==> config.mk <==
export PLATFORM = sky130hd
export DESIGN_NAME = logic_acc_unit
export DESIGN_NICKNAME = d
export VERILOG_FILES = /design/src/rtl/logic_acc_unit.sv
export SDC_FILE = /design/constraint.sdc
export NUM_CORES = 1
export LEC_CHECK = 0
export CORE_MARGIN = 1
export CORE_UTILIZATION = 47
export DETAILED_ROUTE_END_ITERATION = 7
export GPL_ROUTABILITY_DRIVEN = 0
export PLACE_DENSITY = 0.77
export SYNTH_ARGS = -nofsm -noshare
export SYNTH_HDL_FRONTEND = slang
export SYNTH_SLANG_ARGS = --single-unit
==> constraint.sdc <==
create_clock -name clk -period 1.37 [get_ports clk]
set_clock_uncertainty 0.05 [all_clocks]
set_input_delay 0.274 -clock clk [delete_from_list [all_inputs] [get_ports clk]]
set_output_delay 0.274 -clock clk [all_outputs]
set_load 0.01 [all_outputs]
==> src/rtl/logic_acc_unit.sv <==
// logic_acc_unit: registered AND/OR/XOR/NAND unit, single-shot or frame-fold, valid/ready on both sides.
// Define LOGIC_ACC_CNT_EN to add the saturating beat counter output cnt.
module logic_acc_unit #(
    parameter int WIDTH = 8,
    parameter int CNT_W = 8
) (
    input  logic             clk,
    input  logic             rst,
    input  logic [1:0]       op,
    input  logic             mode,
    input  logic             in_valid,
    output logic             in_ready,
    input  logic [WIDTH-1:0] a,
    input  logic [WIDTH-1:0] b,
    input  logic             in_last,
    output logic             out_valid,
    input  logic             out_ready,
    output logic [WIDTH-1:0] y
`ifdef LOGIC_ACC_CNT_EN
    ,
    output logic [CNT_W-1:0] cnt
`endif
);
    typedef enum logic [1:0] {IDLE, ACC, HOLD} state_t;
    state_t state, state_n;
    logic [1:0] op_r, op_n;
    logic [WIDTH-1:0] acc, acc_n;
    logic take;

    function automatic logic [WIDTH-1:0] f(input logic [1:0] o, input logic [WIDTH-1:0] x, input logic [WIDTH-1:0] z);
        return o == 2'b00 ? x & z : o == 2'b01 ? x | z : o == 2'b10 ? x ^ z : ~(x & z);
    endfunction

    assign in_ready  = !rst && state != HOLD;
    assign take      = in_valid && in_ready;
    assign out_valid = state == HOLD;
    assign y         = acc;

    always_ff @(posedge clk or posedge rst) begin
        if (rst) begin
            state <= IDLE;
            op_r  <= 2'b00;
            acc   <= '0;
        end else begin
            state <= state_n;
            op_r  <= op_n;
            acc   <= acc_n;
        end
    end

    // op is captured on the first beat so mid-frame changes cannot alter the fold
    always_comb begin
        state_n = state;
        op_n    = op_r;
        acc_n   = acc;
        case (state)
            IDLE: if (take) begin
                op_n    = op;
                acc_n   = f(op, a, b);
                state_n = (!mode || in_last) ? HOLD : ACC;
            end
            ACC: if (take) begin
                acc_n   = f(op_r, acc, a);
                state_n = in_last ? HOLD : ACC;
            end
            HOLD:    state_n = out_ready ? IDLE : HOLD;
            default: state_n = IDLE;
        endcase
    end

`ifdef LOGIC_ACC_CNT_EN
    always_ff @(posedge clk or posedge rst) begin
        if (rst)
            cnt <= '0;
        else if (take)
            cnt <= state == IDLE ? CNT_W'(1) : (&cnt ? cnt : cnt + CNT_W'(1));
    end
`endif
endmodule

After elaboration in Yosys (flattened, before gate mapping)

Index checks and enable logic that the tools add are counted.
Widths: inputs -> output; s select.

Equality and inequality tests: 9
Multiplexer cells: 15
Bitwise logic cells: 8
Reductions and logical operators: 12

Operator list:

| cell               | number |
|---|---|
| $mux 8             | 8 |
| $and 8x8->8        | 2 |
| $not 8->8          | 2 |
| $or 8x8->8         | 2 |
| $pmux 8 s2         | 1 |
| $xor 8x8->8        | 2 |
| $mux 2             | 5 |
| $eq 2x1->1 const B | 3 |
| $eq 2x2->1 const B | 3 |
| $logic_not 2->1    | 3 |
| $ne 2x2->1 const B | 3 |
| $pmux 2 s3         | 1 |
| $reduce_and 2->1   | 2 |
| $reduce_and 3->1   | 1 |
| $logic_and 1x1->1  | 2 |
| $logic_not 1->1    | 2 |
| $reduce_bool 2->1  | 1 |
| $logic_or 1x1->1   | 1 |

Register bits after elaboration: 12
Input port bits: 24
Output and inout port bits: 10
Word-level logic and storage cells: 47

Depth between registers and ports, before layout

Word-level depth: 7
Depth in mapped cells: 6
Mapped depth without buffers: 6

Least setup slack after synthesis

Ideal clock, no wire load.

Path type: input-to-reg
Start: input port in_valid
End: register op_r[0]
Setup time: 0.125 ns
Arrival: 1.211 ns
Required time: 1.195 ns
Path slack: -0.016 ns
Cell stages on the path: 5
Path buffers: 1
Cell sequence: nor2b_1 -> nor2b_1 -> buf_2 -> and2b_1 -> mux2_2

Cells in the longest elaborated chain, start to end: 2

Ends and longest elaborated chain:

| item                              | line | text |
|---|---|---|
| start, declared                   | 11   | `input logic in_valid,` |
| $logic_and 1x1->1                 | 35   | `assign take = in_valid && in_ready;` |
| $reduce_and 2->1 (no source line) | n/a  |  |
| end signal, assigned              | 46   | `op_r <= op_n;` |
| end, declared                     | 26   | `logic [1:0] op_r, op_n;` |

No other way between the ends.
A chain may end at the register's enable or synchronous reset.

Final worst setup path

Start: register acc[7] (netlist: y[7])
End: register acc[7] (netlist: y[7])

Cells in the longest elaborated chain, start to end: 7
Elaborated cells on any way between the ends: 9
Those cells by class: mux: 5; bitwise: 4

Ends and longest elaborated chain:

| item                   | line | text |
|---|---|---|
| start, declared        | 27   | `logic [WIDTH-1:0] acc, acc_n;` |
| start signal, assigned | 47   | `acc <= acc_n;` |
| $and 8x8->8            | 31   | `return o == 2'b00 ? x & z : o == 2'b01 ? x \| z : o == 2'b10 ? x ^ z : ~(x & z);` |
| $not 8->8              | 31   |  |
| $mux 8 (2 in series)   | 31   |  |
| $mux 8 (*)             | 31   |  |
| $mux 8 (*)             | 62   | `ACC: if (take) begin` |
| $pmux 8 s2 (*)         | 56   | `case (state)` |

Mark *: on every way between the ends. The rest lies on a longest branch, timed or not. The select of a mux whose other input is x is not followed.

==> out/metrics.cfg <==
[layout]
antenna_cells_inserted = 0
register_area_sq_um = 300.3
finish.net_count = 281
areaGrowthSynthToFinish_pct = 50.85
multiInputGateArea_sq_mm = 0.001346
drive_above_1_share = 0.3884
finish.cell_count_without_fillers = 270
finalCoreUtilization = 0.7364
fillerInstances = 246

[critical_path]
cp_max_fo = 2
required_ns = 1.53
critical_path_arrival_ns = 1.68
cpLargestDelayFamily = multiplexers
worstReg2RegStart = y[7]
cp_num_buf_inv = 1
timing.reg2reg.worst_path_depth = 6
worst_setup_path_start_kind = register
crit_slowest_cell = dfrtp_1
crit_path_category = reg -> reg
worstSetupEndpointType = register
critical_path.most_common_cell = mux2i_1
timing.critical_path.cells = buf_6 -> ha_4 -> mux2_4 -> mux2i_1 -> mux2i_1 -> a21oi_1
worst_path_largest_cell_delay_ns = 0.40
crit-reg2reg-capture = y[7]
r2r_slack_ns = -0.15

[sta]
setup_total_negative_slack_ns = -0.6567
maxClockFrequency_mhz = 658.5
rsz0062_at_grt = yes
finalHoldViolations = 0
finalSetupViolCount = 10
post-route-min-period_ns = 1.519
min_period_over_period = 1.108
relSlewSlack = 0.6228
report.final.slew_viol_count = 0
worst-slew-pin-transition_ns = 0.5658
final.setup.worst_slack_ns = -0.1485

[logic_synthesis]
yosys_register_bits = 12
synth.avg_cell_area_sq_um = 9.933
yosys.cell_types.count = 18
ys_seq_area_frac = 0.1843
syn_nets = 220
synthesized_netlist_cell_count = 164
syn_area_sq_mm = 0.001629
yosysWarnings = 0

[cts]
cts_num_sinks = 12
worst_skew_pair.late_latency_ns = 0.28
cts.reportedPaths.clkPinSlew_ns = 0.08
tritoncts = yes
htree_levels = 1
post_cts_hold_buffer_count = 0
cts.root.buffer_cell = clkbuf_4
max-clock-path-buffers = 2
cts_inserted_buffers = 3

[die]
floorplan.die.height_um = 60.88
design.core.area_sq_mm = 0.003337
io_pins = 34
floorplan.rows = 21
die_x_um = 60.88
initial_standard_cell_utilization_of_the_core = 0.4882
dieArea_sq_mm = 0.003706

[route]
detailedRoute.firstPassIterationCount = 5
wire_per_inst_um = 15.22
wire_length_reported_by_the_detailed_router_um = 4110
vias_per_cell = 5.019
vias = 1355
first_iter_violations = 37
antenna_nets_post_route = 0
post-route-drc-count = 0

[power]
irDropWorstVdd_uv = 617.5
fin_total_pwr_mw = 2.710
power_per_cell_area_mw_per_mm2 = 1103
leakage_power_of_the_design_nw = 1.278

[run]
maxCapViolations = 0

[global_routing]
antenna_found_initial = 0
grt_pass1_vias = 1473
wire_length_of_the_first_global_routing_pass_um = 6127
grt_start_max_net_pins = 19
gr-usage-all-layers = 0.2277
grt.overflow.total = 0

[placement]
placedCellCount = 246
post-dp-hpwl_um = 2641
dpl_worst_slack_ns = -0.4921
port_buffers = 33

[outcome]
status = finished, violations left
violations_in_the_final_reports = setup timing

[worst_hold_path]
min_path_type = in -> async

[cell usage in the layout (no fill, tap or decap)]
cell             instances
mux2i_1                 38
buf_12                   1
ha_2                     5
dlygate4sd2_1           19
nand2_1                  1
dlymetal6s2s_1           1
ha_4                    10
o21ai_0                  1
inv_1                   20
dfrtp_1                 12
nor2b_1                  1
nor2b_4                  3
nor2_1                   9
mux2_4                  10
ha_1                    17
a211oi_2                 1
buf_4                   21
bufbuf_16                1
mux2_2                   8
clkbuf_8                 1
clkdlybuf4s50_1          6
a21oi_1                 10
and2b_1                  1
mux2i_2                  2
buf_6                   12
clkbuf_4                 3
clkdlybuf4s15_1          1
buf_2                    3
inv_4                    4
inv_2                    2
[per-stage QoR]
step	instance area, sq um	hold slack, ns
2_1_floorplan	1632	0.08870
3_3_place_gp	2032	0.4544
3_5_place_dp	2032	0.4645
4_1_cts	2375	0.1345
5_1_grt	2457	0.1528
6_report	2457	0.1320
[state kept, by name (all words and copies together) (netlist names)]
register,flops
y,8
state,2
op_r,2
[how the worst max path moves through the flow]
stage          slack [ns]      end     start  depth (start not counted)
2_1_floorplan       0.009  op_r[0]  in_valid                          5
3_3_place_gp        -0.43     y[6]      a[6]                          7
3_5_place_dp        -0.49     y[7]      a[7]                          7
4_1_cts             -0.06     y[7]      y[7]                          6
5_1_grt             -0.21     y[7]      y[7]                          7
6_report            -0.15     y[7]      y[7]                          6
[cells in the mapped netlist, drive strengths merged]
library cell / count / area [sq um]
mux2i: 40 / 400.4
inv: 26 / 97.59
dfrtp: 12 / 300.3
nor2b: 4 / 25.02
ha: 32 / 400.4
nand2: 1 / 3.750
o21ai: 1 / 5.000
a21oi: 10 / 50.05
a211oi: 1 / 7.510
buf: 9 / 87.57
and2b: 1 / 7.510
mux2: 18 / 210.2
nor2: 9 / 33.78
[routing by layer]
layer  global-route usage  vias up  wire, um
li1                     -      671         -
met4              0.09091        0        53
met1               0.2288      650      1636
met5                    0        -         0
met3              0.04051        7       104
met2               0.4553       27      2315
[worst min-delay path: cells and delay by family]
kind / cells / cell delay (ns)
buffers and inverters: 3 / 0.55
[logic make-up after synthesis]
kind of cell,after synthesis,synth area share
flops,12,0.1843
buf+inv,35,0.1137
compound gates,12,0.03840
simple gates,15,0.04301
mux,58,0.3748
fa+ha+maj,32,0.2458
[cell type report]
class	instances	share of cell area
Sequential cell	12	0.1222
Inverter	26	0.04379
Tap cell	46	0.02342
Multi-Input combinational cell	117	0.5479
Clock buffer	4	0.01477
Timing Repair Buffer	65	0.2480
[where the power goes]
group          internal, mW  switching (mW)  total, mW
Sequential            0.460           0.150      0.610
Clock                 0.162           0.127      0.288
Combinational          1.05           0.765       1.81
[timing repair]
action / in CTS / in global routing
endpoints found under the setup margin: 21 / 12
resized for setup: 86 / 17
setup buffers: 16 / 3
cloned: 1 / 0
pin swaps: 9 / 7
Note: power is estimated with default switching activity, not from simulation.
